### src/rtl/antirebote_multi_if.sv
`default_nettype none
// ============================================================================
//  Module   : antirebote_multi_if
//  Purpose  : Button inputs and debounced level/pulse outputs of antirebote_multi.
//  Revision : 1.0  initial release
// ============================================================================
interface antirebote_multi_if #(
  parameter int N_CH = 4
);
  logic [N_CH-1:0] entrada;
  logic [N_CH-1:0] estado;
  logic [N_CH-1:0] pulso_pres;
  logic [N_CH-1:0] pulso_suelta;
  logic [N_CH-1:0] pulso_largo;
  logic            cualquiera;

  modport master (
    output entrada,
    input  estado, pulso_pres, pulso_suelta, pulso_largo, cualquiera
  );

  modport slave (
    input  entrada,
    output estado, pulso_pres, pulso_suelta, pulso_largo, cualquiera
  );
endinterface
`default_nettype wire

### src/rtl/antirebote_multi.sv
`default_nettype none
// ============================================================================
//  Module   : antirebote_multi
//  Purpose  : N-channel button debouncer with press/release/long-press pulses.
//  Revision : 1.0  initial release
// ============================================================================
module antirebote_multi #(
  parameter int N_CH       = 4,
  parameter int STABLE_CNT = 16,
  parameter int LONG_CNT   = 1000
) (
  input  logic               clk,
  input  logic               reset,
  antirebote_multi_if.slave  bus
);

  localparam int                 c_cnt_w    = (STABLE_CNT > 1) ? $clog2(STABLE_CNT) : 1;
  localparam logic [c_cnt_w-1:0] c_cnt_last = c_cnt_w'(STABLE_CNT - 1);
  localparam logic [c_cnt_w-1:0] c_cnt_one  = c_cnt_w'(1);

  logic [N_CH-1:0]    r_sync1;
  logic [N_CH-1:0]    r_sync2;
  logic [N_CH-1:0]    r_estado;
  logic [N_CH-1:0]    r_pres;
  logic [N_CH-1:0]    r_suelta;
  logic               r_cualquiera;
  logic [c_cnt_w-1:0] r_cnt [N_CH];

  logic [N_CH-1:0]    w_mismatch;
  logic [N_CH-1:0]    w_flip;
  logic [N_CH-1:0]    w_largo;

  // A channel flips on the STABLE_CNT-th consecutive mismatch.
  always_comb begin
    w_mismatch = r_sync2 ^ r_estado;
    w_flip     = '0;
    for (int i = 0; i < N_CH; i++) begin
      w_flip[i] = w_mismatch[i] && (r_cnt[i] == c_cnt_last);
    end
  end

  always_ff @(posedge clk) begin
    if (reset) begin
      r_sync1      <= '0;
      r_sync2      <= '0;
      r_estado     <= '0;
      r_pres       <= '0;
      r_suelta     <= '0;
      r_cualquiera <= 1'b0;
      for (int i = 0; i < N_CH; i++) begin
        r_cnt[i] <= '0;
      end
    end else begin
      r_sync1      <= bus.entrada;
      r_sync2      <= r_sync1;
      r_estado     <= r_estado ^ w_flip;
      r_pres       <= w_flip & r_sync2;
      r_suelta     <= w_flip & ~r_sync2;
      r_cualquiera <= |(w_flip & r_sync2);
      for (int i = 0; i < N_CH; i++) begin
        if (!w_mismatch[i] || w_flip[i]) begin
          r_cnt[i] <= '0;
        end else begin
          r_cnt[i] <= r_cnt[i] + c_cnt_one;
        end
      end
    end
  end

  generate
    if (LONG_CNT > 0) begin : g_long
      localparam int                  c_hold_w   = $clog2(LONG_CNT + 1);
      localparam logic [c_hold_w-1:0] c_hold_max = c_hold_w'(LONG_CNT);
      localparam logic [c_hold_w-1:0] c_hold_one = c_hold_w'(1);

      logic [c_hold_w-1:0] r_hold [N_CH];
      logic [N_CH-1:0]     r_largo;

      // Saturating counter: the pulse fires once per press, on reaching the limit.
      always_ff @(posedge clk) begin
        if (reset) begin
          r_largo <= '0;
          for (int i = 0; i < N_CH; i++) begin
            r_hold[i] <= '0;
          end
        end else begin
          for (int i = 0; i < N_CH; i++) begin
            if (!r_estado[i]) begin
              r_hold[i]  <= '0;
              r_largo[i] <= 1'b0;
            end else if (r_hold[i] != c_hold_max) begin
              r_hold[i]  <= r_hold[i] + c_hold_one;
              r_largo[i] <= (r_hold[i] == (c_hold_max - c_hold_one));
            end else begin
              r_largo[i] <= 1'b0;
            end
          end
        end
      end

      assign w_largo = r_largo;
    end else begin : g_no_long
      assign w_largo = '0;
    end
  endgenerate

  assign bus.estado       = r_estado;
  assign bus.pulso_pres   = r_pres;
  assign bus.pulso_suelta = r_suelta;
  assign bus.pulso_largo  = w_largo;
  assign bus.cualquiera   = r_cualquiera;

  a_pres_suelta_excl: assert property (@(posedge clk) disable iff (reset)
    !(|(r_pres & r_suelta)));

endmodule
`default_nettype wire

### src/flat_wrapper.sv
// flat-port wrapper written by rule: the top's interface ports become plain ports
module antirebote_multi_flat 
#(
  parameter int N_CH       = 4,
  parameter int STABLE_CNT = 16,
  parameter int LONG_CNT   = 1000
)
  (clk, reset, bus_entrada, bus_estado, bus_pulso_pres, bus_pulso_suelta, bus_pulso_largo, bus_cualquiera);
  antirebote_multi_if #(.N_CH(N_CH)) bus_i ();
  input  logic clk;
  input  logic reset;
  input wire logic [$bits(bus_i.entrada)-1:0] bus_entrada;
  output wire logic [$bits(bus_i.estado)-1:0] bus_estado;
  output wire logic [$bits(bus_i.pulso_pres)-1:0] bus_pulso_pres;
  output wire logic [$bits(bus_i.pulso_suelta)-1:0] bus_pulso_suelta;
  output wire logic [$bits(bus_i.pulso_largo)-1:0] bus_pulso_largo;
  output wire logic [$bits(bus_i.cualquiera)-1:0] bus_cualquiera;
  assign bus_i.entrada = bus_entrada;
  assign bus_estado = bus_i.estado;
  assign bus_pulso_pres = bus_i.pulso_pres;
  assign bus_pulso_suelta = bus_i.pulso_suelta;
  assign bus_pulso_largo = bus_i.pulso_largo;
  assign bus_cualquiera = bus_i.cualquiera;
  antirebote_multi #(.N_CH(N_CH), .STABLE_CNT(STABLE_CNT), .LONG_CNT(LONG_CNT)) u_core (.clk(clk), .reset(reset), .bus(bus_i));
endmodule
### config.mk
export PLATFORM = sky130hd
export DESIGN_NAME = antirebote_multi_flat
export DESIGN_NICKNAME = d
export VERILOG_FILES = /design/src/rtl/antirebote_multi_if.sv /design/src/rtl/antirebote_multi.sv /design/src/flat_wrapper.sv
export SDC_FILE = /design/constraint.sdc
export NUM_CORES = 1
export LEC_CHECK = 0
export BUFFER_PORTS_ARGS = -buffer_cell sky130_fd_sc_hd__buf_2
export CAP_MARGIN = 20
export CORE_AREA = 2 2 91 93
export DETAILED_ROUTE_END_ITERATION = 6
export DIE_AREA = 0 0 93 95
export GPL_ROUTABILITY_DRIVEN = 0
export GPL_TIMING_DRIVEN = 0
export PLACE_DENSITY = 0.72
export SETUP_SLACK_MARGIN = 0.2
export SYNTH_ARGS = -nofsm -noshare
export SYNTH_HDL_FRONTEND = slang
export SYNTH_SLANG_ARGS = --single-unit
### constraint.sdc
create_clock -name clk -period 1.9 [get_ports clk]
set_input_delay 0.38 -clock clk [delete_from_list [all_inputs] [get_ports clk]]
set_output_delay 0.38 -clock clk [all_outputs]
set_load 0.005 [all_outputs]
== Word level (Yosys, flattened, before mapping) ==
Memories as Yosys holds them, arrays and structs flattened.
Cells that the tools add are included.

* Equal/unequal tests: 12
* Bitwise logic cells: 29
* $add $sub $neg: 8
* Reductions and logical operators: 17
* Multiplexer cells: 70

{| class="wikitable"
|+ Operators by type and width
! kind !! count
|-
| two-way mux 10 bit || 8
|-
| two-way mux 1 bit || 54
|-
| adder 10 x 1 -> 10 bit (second input constant) || 4
|-
| == test 10 bit (second input constant) || 4
|-
| != test 10 bit (second input constant) || 4
|-
| two-way mux 4 bit || 8
|-
| adder 4 x 1 -> 4 bit (second input constant) || 4
|-
| == test 4 bit (second input constant) || 4
|-
| OR 1 bit || 16
|-
| OR reduction 3 bit || 4
|-
| bitwise AND 4 bit || 2
|-
| NOT 1 bit || 8
|-
| XOR 4 bit || 2
|-
| logical AND 1 bit || 4
|-
| zero test 1 bit || 4
|-
| logical OR 1 bit || 4
|-
| NOT 4 bit || 1
|-
| OR reduction 4 bit || 1
|}

* Output and inout bits: 17
* Register bits: 25
* Word-level logic and storage cells: 148
* Memories: 2
* RAM bits: 56

{| class="wikitable"
|+ Memory list
! memory !! depth !! bits a word !! rd ports !! clocked after memory_dff !! wr ports !! RTL line !! text
|-
| u_core.g_long.r_hold || 4 || 10 || 4 || 0 || 4 || antirebote_multi.sv:76 || <nowiki>logic [c_hold_w-1:0] r_hold [N_CH];</nowiki>
|-
| u_core.r_cnt || 4 || 4 || 4 || 0 || 4 || antirebote_multi.sv:27 || <nowiki>logic [c_cnt_w-1:0] r_cnt [N_CH];</nowiki>
|}

== Longest topological paths before layout ==
Gate-level depths: netlist of run 1.

* Word-level depth: 8
* Mapped depth: 5

== Worst setup path after synthesis of run 1 ==
OpenSTA, ideal clock, no wires.

* Kind: reg2reg
* Start point: memory u_core.g_long.r_hold[0][0] in the netlist's numbering
* End point: memory u_core.g_long.r_hold[0][0] in the netlist's numbering, enable pin
* Data required time: 1584 ps
* Period minus slack after synthesis: 1764 ps
* Stages on the path, launching flop included: 5
* Path slack: 136 ps
* Buffers on the path: 0
* Arrival: 1448 ps
* Path through: edfxtp_1 -> inv_1 -> ha_1 -> nand3b_1 -> or4_1

{| class="wikitable"
|+ RTL lines
! what !! RTL line
|-
| start, declared || antirebote_multi.sv:76
|}

==> out/results.ini, run 1 <==
[status]
outcome = finished, final reports clean

[clocking]
htree_levels = 3
cts.sinks = 81
clk_pin_slew_worst_paths_ns = 0.09
clockBufferDepth = 2
insertion_delay_ns = 0.35
root_buffer = clkbuf_8
numCtsBuffers = 9
cts_hold_buf = 0
cts_tree = yes

[hold_path]
hold_depth = 2
hp-class = in2reg

[sta]
maxSlewViolCount = 0
setup_viol = 0
min_period_ns = 1.77
hold_violations = 0
rsz0062_at_grt = true
final.setup.worst_slack_ns = 0.131
period_share_pct = 93.1
hold_ws_ns = 0.228
skew_ns = 0.0141
fmax_mhz = 565

[setup_path]
startpoint = u_core.g_long.r_hold[0][1]
end_kind = flip-flop
r2r-end = u_core.g_long.r_hold[0][3]
startpoint_type = flip-flop
crit_path_cell_trace = inv_1, ha_2, nand3b_1, buf_6, or4_4
arrival_ns = 1.86
cp_slowest_cell = or4_4
crit_type = reg2reg
r2r.worst_path.cells = 5
slowest_delay_ns = 0.53
timing.reg2reg.setup_slack_ns = 0.13
worstPathRequired_ns = 1.99
path_max_fanout = 5
reg2reg_from = u_core.g_long.r_hold[0][1]
cp-endpoint = u_core.g_long.r_hold[0][3]

[detailed_routing]
vias_per_cell = 5.32
antenna_left = 0
dr.pass1.iters = 4
num_vias = 2807
wl_met2_mm = 3.41
drt-met1-wl_mm = 3.28
wl_met3_um = 214
top_layer = met4
drc_errors = 0
wl_per_cell_um = 13.3
wirelength_mm = 7.03
drt_iter0_markers = 93

[place]
place_area_um2 = 4160
pre_cts_ws_ns = -0.00158
hpwl_mm = 4.64
place_inst = 494
io_buffer_count = 22

[grt]
grt_pass1_wl_mm = 11.7
overflow = 0
antenna_found_initial = 0
grt_max_degree = 16
grt_usage_pct = 16.8
grt_pass1_vias = 2620

[synthesis]
synthesis.area_um2 = 3850
synth.avg_cell_area_um2 = 10.9
syn_inst = 352
synth-seq-area-share_pct = 56.7
ys_seq_elements = 81
synth_cell_types = 36
ys_warn_count = 0

[power]
ir_worst_vdd_v = 0.000323
p_leak_nw = 1.65
power_density_nw_per_um2 = 681
power.total_w = 0.00310

[cells_and_area]
num-fill-cells = 678
layout_commonest_cell = edfxtp_1
final_cells = 528
drive_above_1_share_pct = 17.3
postLayoutCellArea_um2 = 4540
finalNetCount = 436
multi_input_area_um2 = 1700
area_growth_pct = 18.0
layout_common_cells = 56 x edfxtp_1, 41 x nor2_1, 25 x buf_2, 24 x dfxtp_1, 20 x inv_1
num_antenna_cells = 0
seqCellArea_um2 = 2180

[run]
max_cap_viol_count = 0

[floorplan]
rows = 33
fp.dieW_um = 93
start_util_pct = 48.6
pin_count = 23
die_area_um2 = 8840
die_y_um = 95
coreArea_um2 = 7930

## logic make-up after synthesis
group | synth area share, %
AO/OA/AOI/OAI | 8.09
multiplexers | 1.04
other | 0.0974
AND/OR/NAND/NOR | 22.2
XOR/XNOR | 5.46
flip-flops | 56.7
adder cells (fa/ha/maj) | 3.90
buffers and inverters | 2.53
## metal layers
metal	global-route usage, %	up-vias
met5	0	-
met4	6.74	0
met3	3.75	11
met2	28.7	52
met1	20.7	1334
li1	-	1410
## layout make-up
class | count | area share [%]
Tap cell | 105 | 2.89
Multi-Input combinational cell | 263 | 37.5
Sequential cell | 81 | 48.0
Timing Repair Buffer | 38 | 5.51
Buffer | 5 | 0.496
Clock buffer | 9 | 2.73
Clock inverter | 7 | 1.21
Inverter | 20 | 1.65
## critical path, delay by kind of cell (launching register included)
family / cells / cell delay [ns]
buffers and inverters: 2 / 0.24
adders and majority gates: 1 / 0.19
and+or+nand+nor: 2 / 0.65
DFF: 1 / 0.42
## where the power goes
group	switching, W	internal [W]
combinational	0.0000355	0.0000253
clock	0.000647	0.000483
sequential	0.0000158	0.00189
## state kept, by name, indices dropped and copies added (netlist names), named ones only
register,flops
u_core.g_long.r_hold,40
u_core.r_cnt,16
u_core.bus.pulso_largo,4
u_core.bus.pulso_pres,4
u_core.bus.pulso_suelta,4
u_core.r_sync1,4
u_core.r_sync2,4
u_core.bus.cualquiera,1
## through the flow
step / setup TNS [ns] / util (%)
2_1_floorplan: 0 / -
3_3_place_gp: 0 / 52.4
3_5_place_dp: -0.0133 / 52.4
4_1_cts: 0 / 56.2
5_1_grt: 0 / 57.3
6_report: 0 / 57.3
## timing repair
item,CTS,global route
hold endpoints to repair,0,0
gates resized for setup,10,2
pin swaps,7,5
setup buffers,7,9
endpoints found under the setup margin,64,51
cloned,2,0
## cell usage after synthesis (all sizes together)
| library cell | n | share of area (%) |
|---|---|---|
| o311ai | 2 | 0.84 |
| conb | 1 | 0.097 |
| buf | 3 | 0.39 |
| nor4 | 2 | 0.32 |
| dfxtp | 25 | 13 |
| nor3 | 5 | 0.65 |
| nor2b | 10 | 1.6 |
| or3 | 17 | 2.8 |
| ha | 12 | 3.9 |
| nor3b | 4 | 0.78 |
| and3 | 4 | 0.65 |
| or2 | 1 | 0.16 |
| nand2 | 19 | 1.9 |
| edfxtp | 56 | 44 |
| clkbuf | 2 | 0.20 |
| a41oi | 1 | 0.23 |
| xnor2 | 10 | 2.3 |
| a31oi | 4 | 0.65 |
| nor2 | 41 | 4.0 |
| nand3 | 19 | 2.6 |
| mux2i | 4 | 1.0 |
| nand3b | 9 | 1.8 |
| nand4 | 8 | 1.6 |
| nand2b | 9 | 1.5 |
| o221ai | 4 | 0.91 |
| a21oi | 16 | 2.1 |
| inv | 20 | 1.9 |
| o32ai | 2 | 0.45 |
| or3b | 1 | 0.23 |
| o31ai | 5 | 1.2 |
| xor2 | 14 | 3.2 |
| or4 | 9 | 1.8 |
| o21ai | 13 | 1.7 |
## worst min path at each step
| stage | from | slack, ns | end |
|---|---|---|---|
| 6_report | bus_entrada[0] | 0.23 | u_core.r_sync1[0] |
| 5_1_grt | bus_entrada[0] | 0.23 | u_core.r_sync1[0] |
| 4_1_cts | bus_entrada[0] | 0.22 | u_core.r_sync1[0] |
| 3_5_place_dp | u_core.r_sync1[2] | 0.43 | u_core.r_sync2[2] |
| 3_3_place_gp | u_core.r_sync1[2] | 0.43 | u_core.r_sync2[2] |
| 2_1_floorplan | u_core.r_sync1[0] | 0.41 | u_core.r_sync2[0] |
Note: power is estimated with default switching activity, not from simulation.
==> run 2: changes to the inputs <==
--- a/config.mk
+++ b/config.mk
@@ -5,14 +5,15 @@
 export SDC_FILE = /design/constraint.sdc
 export NUM_CORES = 1
 export LEC_CHECK = 0
+export ABC_AREA = 1
 export BUFFER_PORTS_ARGS = -buffer_cell sky130_fd_sc_hd__buf_2
 export CAP_MARGIN = 20
-export CORE_AREA = 2 2 91 93
+export CORE_AREA = 2 2 93 95
 export DETAILED_ROUTE_END_ITERATION = 6
-export DIE_AREA = 0 0 93 95
+export DIE_AREA = 0 0 95 97
 export GPL_ROUTABILITY_DRIVEN = 0
 export GPL_TIMING_DRIVEN = 0
-export PLACE_DENSITY = 0.72
+export PLACE_DENSITY = 0.67
 export SETUP_SLACK_MARGIN = 0.2
 export SYNTH_ARGS = -nofsm -noshare
 export SYNTH_HDL_FRONTEND = slang
==> constraint.sdc (replaced) <==
create_clock -name clk -period 1.9 [get_ports clk]
set_input_delay 0.475 -clock clk [delete_from_list [all_inputs] [get_ports clk]]
set_output_delay 0.475 -clock clk [all_outputs]
set_load 0.005 [all_outputs]
==> run 2 against run 1 <==
Clock-buffer cell count is 1 higher. Sequential cell count stayed put. Global-route usage is 0.080 points lower. Die area is 4.3% higher. Sequential share of layout area is 0.38 points lower. Final area is 0.74% higher. Synthesized cell count is 26% higher. Synthesized area is 4.5% higher. First-iteration DRC count is 20% higher. Non-clock buffer count is 14 lower. Critical path type unchanged.
==> out/results.ini, run 2 <==
[clocking]
clockBufferDepth = 2
cts_hold_buf = 0
insertion_delay_ns = 0.36
clk_pin_slew_worst_paths_ns = 0.09
htree_levels = 3
numCtsBuffers = 9
root_buffer = clkbuf_8
cts_tree = yes
cts.sinks = 81

[setup_path]
path_common_cell = inv_1
cp_num_buf_inv = 3
cp_slowest_cell = edfxtp_1
cp_top_family = simple AND/OR/NAND/NOR gates
crit_path_cell_trace = buf_2, inv_1, ha_1, inv_1, nor2_1, nand3_1, nand2_4, a21oi_1
path_max_fanout = 9
startpoint_type = flip-flop
crit_type = reg2reg
end_kind = flip-flop
arrival_ns = 1.68
slowest_delay_ns = 0.40
worstPathRequired_ns = 2.02

[floorplan]
die_y_um = 97
fp.dieW_um = 95
pin_count = 23
coreArea_um2 = 8130
start_util_pct = 49.5
die_area_um2 = 9220
rows = 33

[cells_and_area]
fin_util_pct = 56.3
final_cells = 606
num-fill-cells = 696
layout_top_registers = u_core.g_long.r_hold (40), u_core.r_cnt (16)
layout_common_cells = 73 x nor2_1, 70 x inv_1, 61 x nand2_1, 56 x edfxtp_1, 39 x nand3_1
largest_reg_flops = 40
num_antenna_cells = 0
area_growth_pct = 13.8
finalNetCount = 514
drive_above_1_share_pct = 15.0
layout_commonest_cell = nor2_1
largest-register = u_core.g_long.r_hold

[detailed_routing]
dr.pass1.iters = 5
num_vias = 2966
vias_per_cell = 4.89
drc_errors = 0
antenna_left = 0
wirelength_mm = 6.98
drt_iter0_markers = 112
wl_per_cell_um = 11.5

[synthesis]
synth.top_cell.area_share_pct = 41.8
synthesis.area_um2 = 4020
ys.flop_type = edfxtp_1
syn_inst = 444
synth-seq-area-share_pct = 54.2
synth_common_cells = 73 x nor2_1, 70 x inv_1, 61 x nand2_1
async_reset_ff_share_pct = 0
ys_warn_count = 0
yosys.cell_count.top_type = nor2_1
synth.avg_cell_area_um2 = 9.06
ys_seq_elements = 81
synth-edff-count = 56
synth_area_leaders = edfxtp_1 42%, dfxtp_1 12%, nor2_1 6.8%, inv_1 6.5%, nand2_1 5.7%
synth_cell_types = 32
yosys.area.top_type = edfxtp_1

[run]
max_cap_viol_count = 0

[place]
place_inst = 586
io_buffer_count = 22
hpwl_mm = 4.98

[sta]
rsz0062_at_grt = true
maxSlewViolCount = 0
skew_ns = 0.0125
min_period_ns = 1.57
setup_viol = 0
fmax_mhz = 638
period_share_pct = 82.5
hold_violations = 0

[status]
outcome = finished, final reports clean

[grt]
grt_max_degree = 16
antenna_found_initial = 0
overflow = 0
grt_pass1_vias = 2840
grt_usage_pct = 16.7
grt_pass1_wl_mm = 12.1

[hold_path]
hp-class = in2reg

[power]
ir_worst_vdd_v = 0.000414
p_leak_nw = 1.86
power_density_nw_per_um2 = 729

==> run 2: worst min-delay path, delay by kind of cell <==
family / cells / cell delay, ns
buf+inv: 2 / 0.14
simple gates: 1 / 0.03
==> run 2: logic make-up (layout without fill, tap and decap cells) <==
group	after synthesis	count (layout)	share of synthesized area [%]
other cells	1	16	0.0932
buf+inv	78	120	7.50
compound gates	30	30	3.95
simple gates	225	225	26.8
xor+xnor	17	17	3.70
fa+ha+maj	12	12	3.73
flops	81	81	54.2
==> run 2: routing by layer <==
metal | vias up | wire (um) | track usage (%) | part of all wire (%)
li1 | 1539 | - | - | -
met1 | 1379 | 3270 | 21.5 | 47
met2 | 37 | 3330 | 26.8 | 48
met3 | 11 | 243 | 3.27 | 3.5
met4 | 0 | 133 | 8.14 | 1.9
met5 | - | 0 | 0 | 0
==> run 2: final timing paths <==
kind	startpoint	to	slack, ns	cells past startpoint
worst min-delay path	bus_entrada[2]	u_core.r_sync1[2]	0.31	3
worst max register to register	u_core.g_long.r_hold[3][0]	u_core.g_long.r_hold[3][3]	0.33	8
worst min register to register	u_core.r_sync1[2]	u_core.r_sync2[2]	0.41	2
worst max-delay path	u_core.g_long.r_hold[3][0]	u_core.g_long.r_hold[3][3]	0.33	8
==> run 2: per-stage QoR <==
step | instance area [um2] | hold WS (ns) | TNS (ns) | total power (W) | setup slack (ns)
finish | 4580 | 0.311 | 0 | 0.00334 | 0.333
detailed placement | 4320 | 0.395 | -1.16 | 0.00201 | -0.117
CTS | 4570 | 0.295 | 0 | 0.00337 | 0.288
floorplan | 4080 | 0.388 | 0 | 0.00199 | 0.345
global placement | 4320 | 0.390 | -0.803 | 0.00200 | -0.0804
global route | 4580 | 0.312 | 0 | 0.00344 | 0.196
==> run 2: power by group <==
group	leakage [nW]	internal (W)	switching, W	total (W)
logic	0.889	0.0000234	0.0000354	0.0000588
registers	0.862	0.00189	0.0000161	0.00191
clock network	0.113	0.000700	0.000675	0.00138
total	1.86	0.00261	0.000726	0.00334
==> run 2: layout make-up <==
type	count	area, um2	area share, %
timing repair buffer	26	140	3.06
inverter	75	282	6.15
buffer	3	20.0	0.437
tap	105	131	2.87
clock buffer	10	149	3.25
sequential	81	2180	47.7
multi-input combinational	300	1610	35.1
clock inverter	6	68.8	1.50
==> run 2: timing repair <==
item                                    in CTS  in global routing
gates resized for setup                      1                  1
endpoints found under the setup margin      30                 10
setup buffers                                4                  0
pin swaps                                    1                  0
==> run 3: changes to the inputs <==
--- a/config.mk
+++ b/config.mk
@@ -5,15 +5,15 @@
 export SDC_FILE = /design/constraint.sdc
 export NUM_CORES = 1
 export LEC_CHECK = 0
-export ABC_AREA = 1
+export ABC_AREA = 0
 export BUFFER_PORTS_ARGS = -buffer_cell sky130_fd_sc_hd__buf_2
 export CAP_MARGIN = 20
-export CORE_AREA = 2 2 93 95
+export CORE_AREA = 2 2 91 93
 export DETAILED_ROUTE_END_ITERATION = 6
-export DIE_AREA = 0 0 95 97
+export DIE_AREA = 0 0 93 95
 export GPL_ROUTABILITY_DRIVEN = 0
 export GPL_TIMING_DRIVEN = 0
-export PLACE_DENSITY = 0.67
+export PLACE_DENSITY = 0.7
 export SETUP_SLACK_MARGIN = 0.2
 export SYNTH_ARGS = -nofsm -noshare
 export SYNTH_HDL_FRONTEND = slang
==> constraint.sdc (replaced) <==
create_clock -name clk -period 1.25 [get_ports clk]
set_input_delay 0.3125 -clock clk [delete_from_list [all_inputs] [get_ports clk]]
set_output_delay 0.3125 -clock clk [all_outputs]
set_load 0.005 [all_outputs]
==> run 3 against run 2 <==
The flow now finishes with violations (setup timing). Die area down 4.1%. Wire length grew 27%. Critical path type unchanged. First-iteration DRC count rose by 16%. Clock power grew 68%. Hold slack got worse by 0.14 ns. Highest routed layer unchanged. Sequential share of layout area decreased by 8.5 points. Cell count shrank 3.5%. Global-route usage rose by 3.6 points. Final area is 23% higher.
==> out/results.ini, run 3 (synthesis gave the netlist of run 1 again) <==
[status]
outcome = finished with violations
violations = setup timing

[clocking]
clockBufferDepth = 2
insertion_delay_ns = 0.36
cts_tree = yes
clk_pin_slew_worst_paths_ns = 0.08
numCtsBuffers = 9
root_buffer = clkbuf_8
htree_levels = 3
cts_hold_buf = 0
cts.sinks = 81

[cells_and_area]
layout_top_registers = u_core.g_long.r_hold (40), u_core.r_cnt (16)
drive_above_1_share_pct = 44.6
num-fill-cells = 538
largest-register = u_core.g_long.r_hold
layout_commonest_cell = edfxtp_1
area_growth_pct = 45.9
finalNetCount = 493
largest_reg_flops = 40
num_antenna_cells = 0
layout_common_cells = 56 x edfxtp_1, 54 x buf_4, 22 x buf_6, 21 x nor2_1, 19 x inv_1

[sta]
final.setup.worst_slack_ns = -0.401
rsz0062_at_grt = true
hold_violations = 0
fmax_mhz = 606
skew_ns = 0.00787
period_share_pct = 132
min_period_ns = 1.65
setup_viol = 95
hold_ws_ns = 0.172
maxSlewViolCount = 0
totalNegativeSetupSlack_ns = -26.81

[detailed_routing]
dr.pass1.iters = 4
wirelength_mm = 8.83
antenna_left = 0
drc_errors = 0
wl_per_cell_um = 15.1
drt_iter0_markers = 130
vias_per_cell = 5.37
num_vias = 3142

[setup_path]
cp_top_family = simple AND/OR/NAND/NOR gates
startpoint_type = flip-flop
cp_slowest_cell = or4_4
slowest_delay_ns = 0.54
crit_type = reg2reg
worstPathRequired_ns = 1.34
arrival_ns = 1.74
end_kind = flip-flop
crit_path_cell_trace = inv_1, ha_2, nand3b_1, or4_4
path_max_fanout = 5
timing.reg2reg.setup_slack_ns = -0.40
cp_num_buf_inv = 1

[floorplan]
die_area_um2 = 8840
coreArea_um2 = 7930
rows = 33
start_util_pct = 48.6
die_y_um = 95
fp.dieW_um = 93
pin_count = 23

[grt]
grt_usage_pct = 20.3
grt_max_degree = 14
overflow = 0
antenna_found_initial = 0
grt_pass1_vias = 3021
grt_pass1_wl_mm = 14.0

[place]
io_buffer_count = 22
hpwl_mm = 4.86

[power]
p_leak_nw = 2.06
ir_worst_vdd_v = 0.000720
power_density_nw_per_um2 = 953

[hold_path]
hp-class = in2reg

[run]
max_cap_viol_count = 0

## run 3: changes by cell type in the layout (fill, tap and decap cells not counted), sizes merged, moves of 6 or more
cell / previous run / this run
nand3: 43 / 19
or3: 0 / 17
buf: 28 / 95
nand2: 71 / 19
nor2b: 0 / 10
or4: 0 / 11
inv: 79 / 19
nor2: 80 / 41
nand2b: 0 / 10
nand4: 14 / 8
## run 3: worst reg2reg max path: stages, from the launching register on
cell and delay (ns):
edfxtp_1 0.39, inv_1 0.07, ha_2 0.17, nand3b_1 0.21
or4_4 0.54
## run 3: power by group
group / internal, W / total, W / switching (W) / leakage [nW]
Clock: 0.00137 / 0.00232 / 0.000947 / 0.118
Sequential: 0.00286 / 0.00289 / 0.0000291 / 0.867
Combinational: 0.0000721 / 0.000149 / 0.0000766 / 1.07
## run 3: per-layer routing
layer	vias to the layer above	GRT usage (%)	part of all wire, %
met5	-	0	0
met4	0	8.46	1.9
met3	18	3.75	3.8
met2	83	35.4	52
met1	1514	24.9	42
li1	1527	-	-
## run 3: path summary, 6_finish.rpt
| check | startpoint | to | cells past startpoint |
|---|---|---|---|
| max | u_core.g_long.r_hold[3][1] | u_core.g_long.r_hold[3][9] | 4 |
| min | bus_entrada[1] | u_core.r_sync1[1] | 2 |
| max reg2reg | u_core.g_long.r_hold[3][1] | u_core.g_long.r_hold[3][9] | 4 |
| min reg2reg | u_core.r_sync1[0] | u_core.r_sync2[0] | 1 |
## run 3: cell type report
| cell class | count | area (um2) | share of cell area [%] |
|---|---|---|---|
| sequential | 81 | 2200 | 39.2 |
| multi-input combinational | 265 | 2180 | 38.9 |
| timing repair buffer | 93 | 748 | 13.3 |
| clock buffer | 10 | 138 | 2.45 |
| tap | 105 | 131 | 2.34 |
| clock inverter | 6 | 105 | 1.87 |
| inverter | 20 | 78.8 | 1.40 |
| buffer | 5 | 32.5 | 0.579 |
## run 3: metrics by stage
stage	cells	power [W]	setup slack (ns)	instance area, um2	utilization (%)
CTS	573	0.00536	-0.347	5350	67.5
floorplan	367	0.00303	-0.305	4050	-
global route	585	0.00552	-0.460	5620	70.9
detailed placement	494	0.00306	-0.674	4290	54.1
finish	585	0.00536	-0.401	5620	70.9
global placement	494	0.00305	-0.666	4290	54.1
## run 3: timing repair
action	CTS	global route
setup endpoints to repair	130	129
pin swaps	34	24
setup buffers	59	12
gates resized for setup	79	44
cloned	4	0
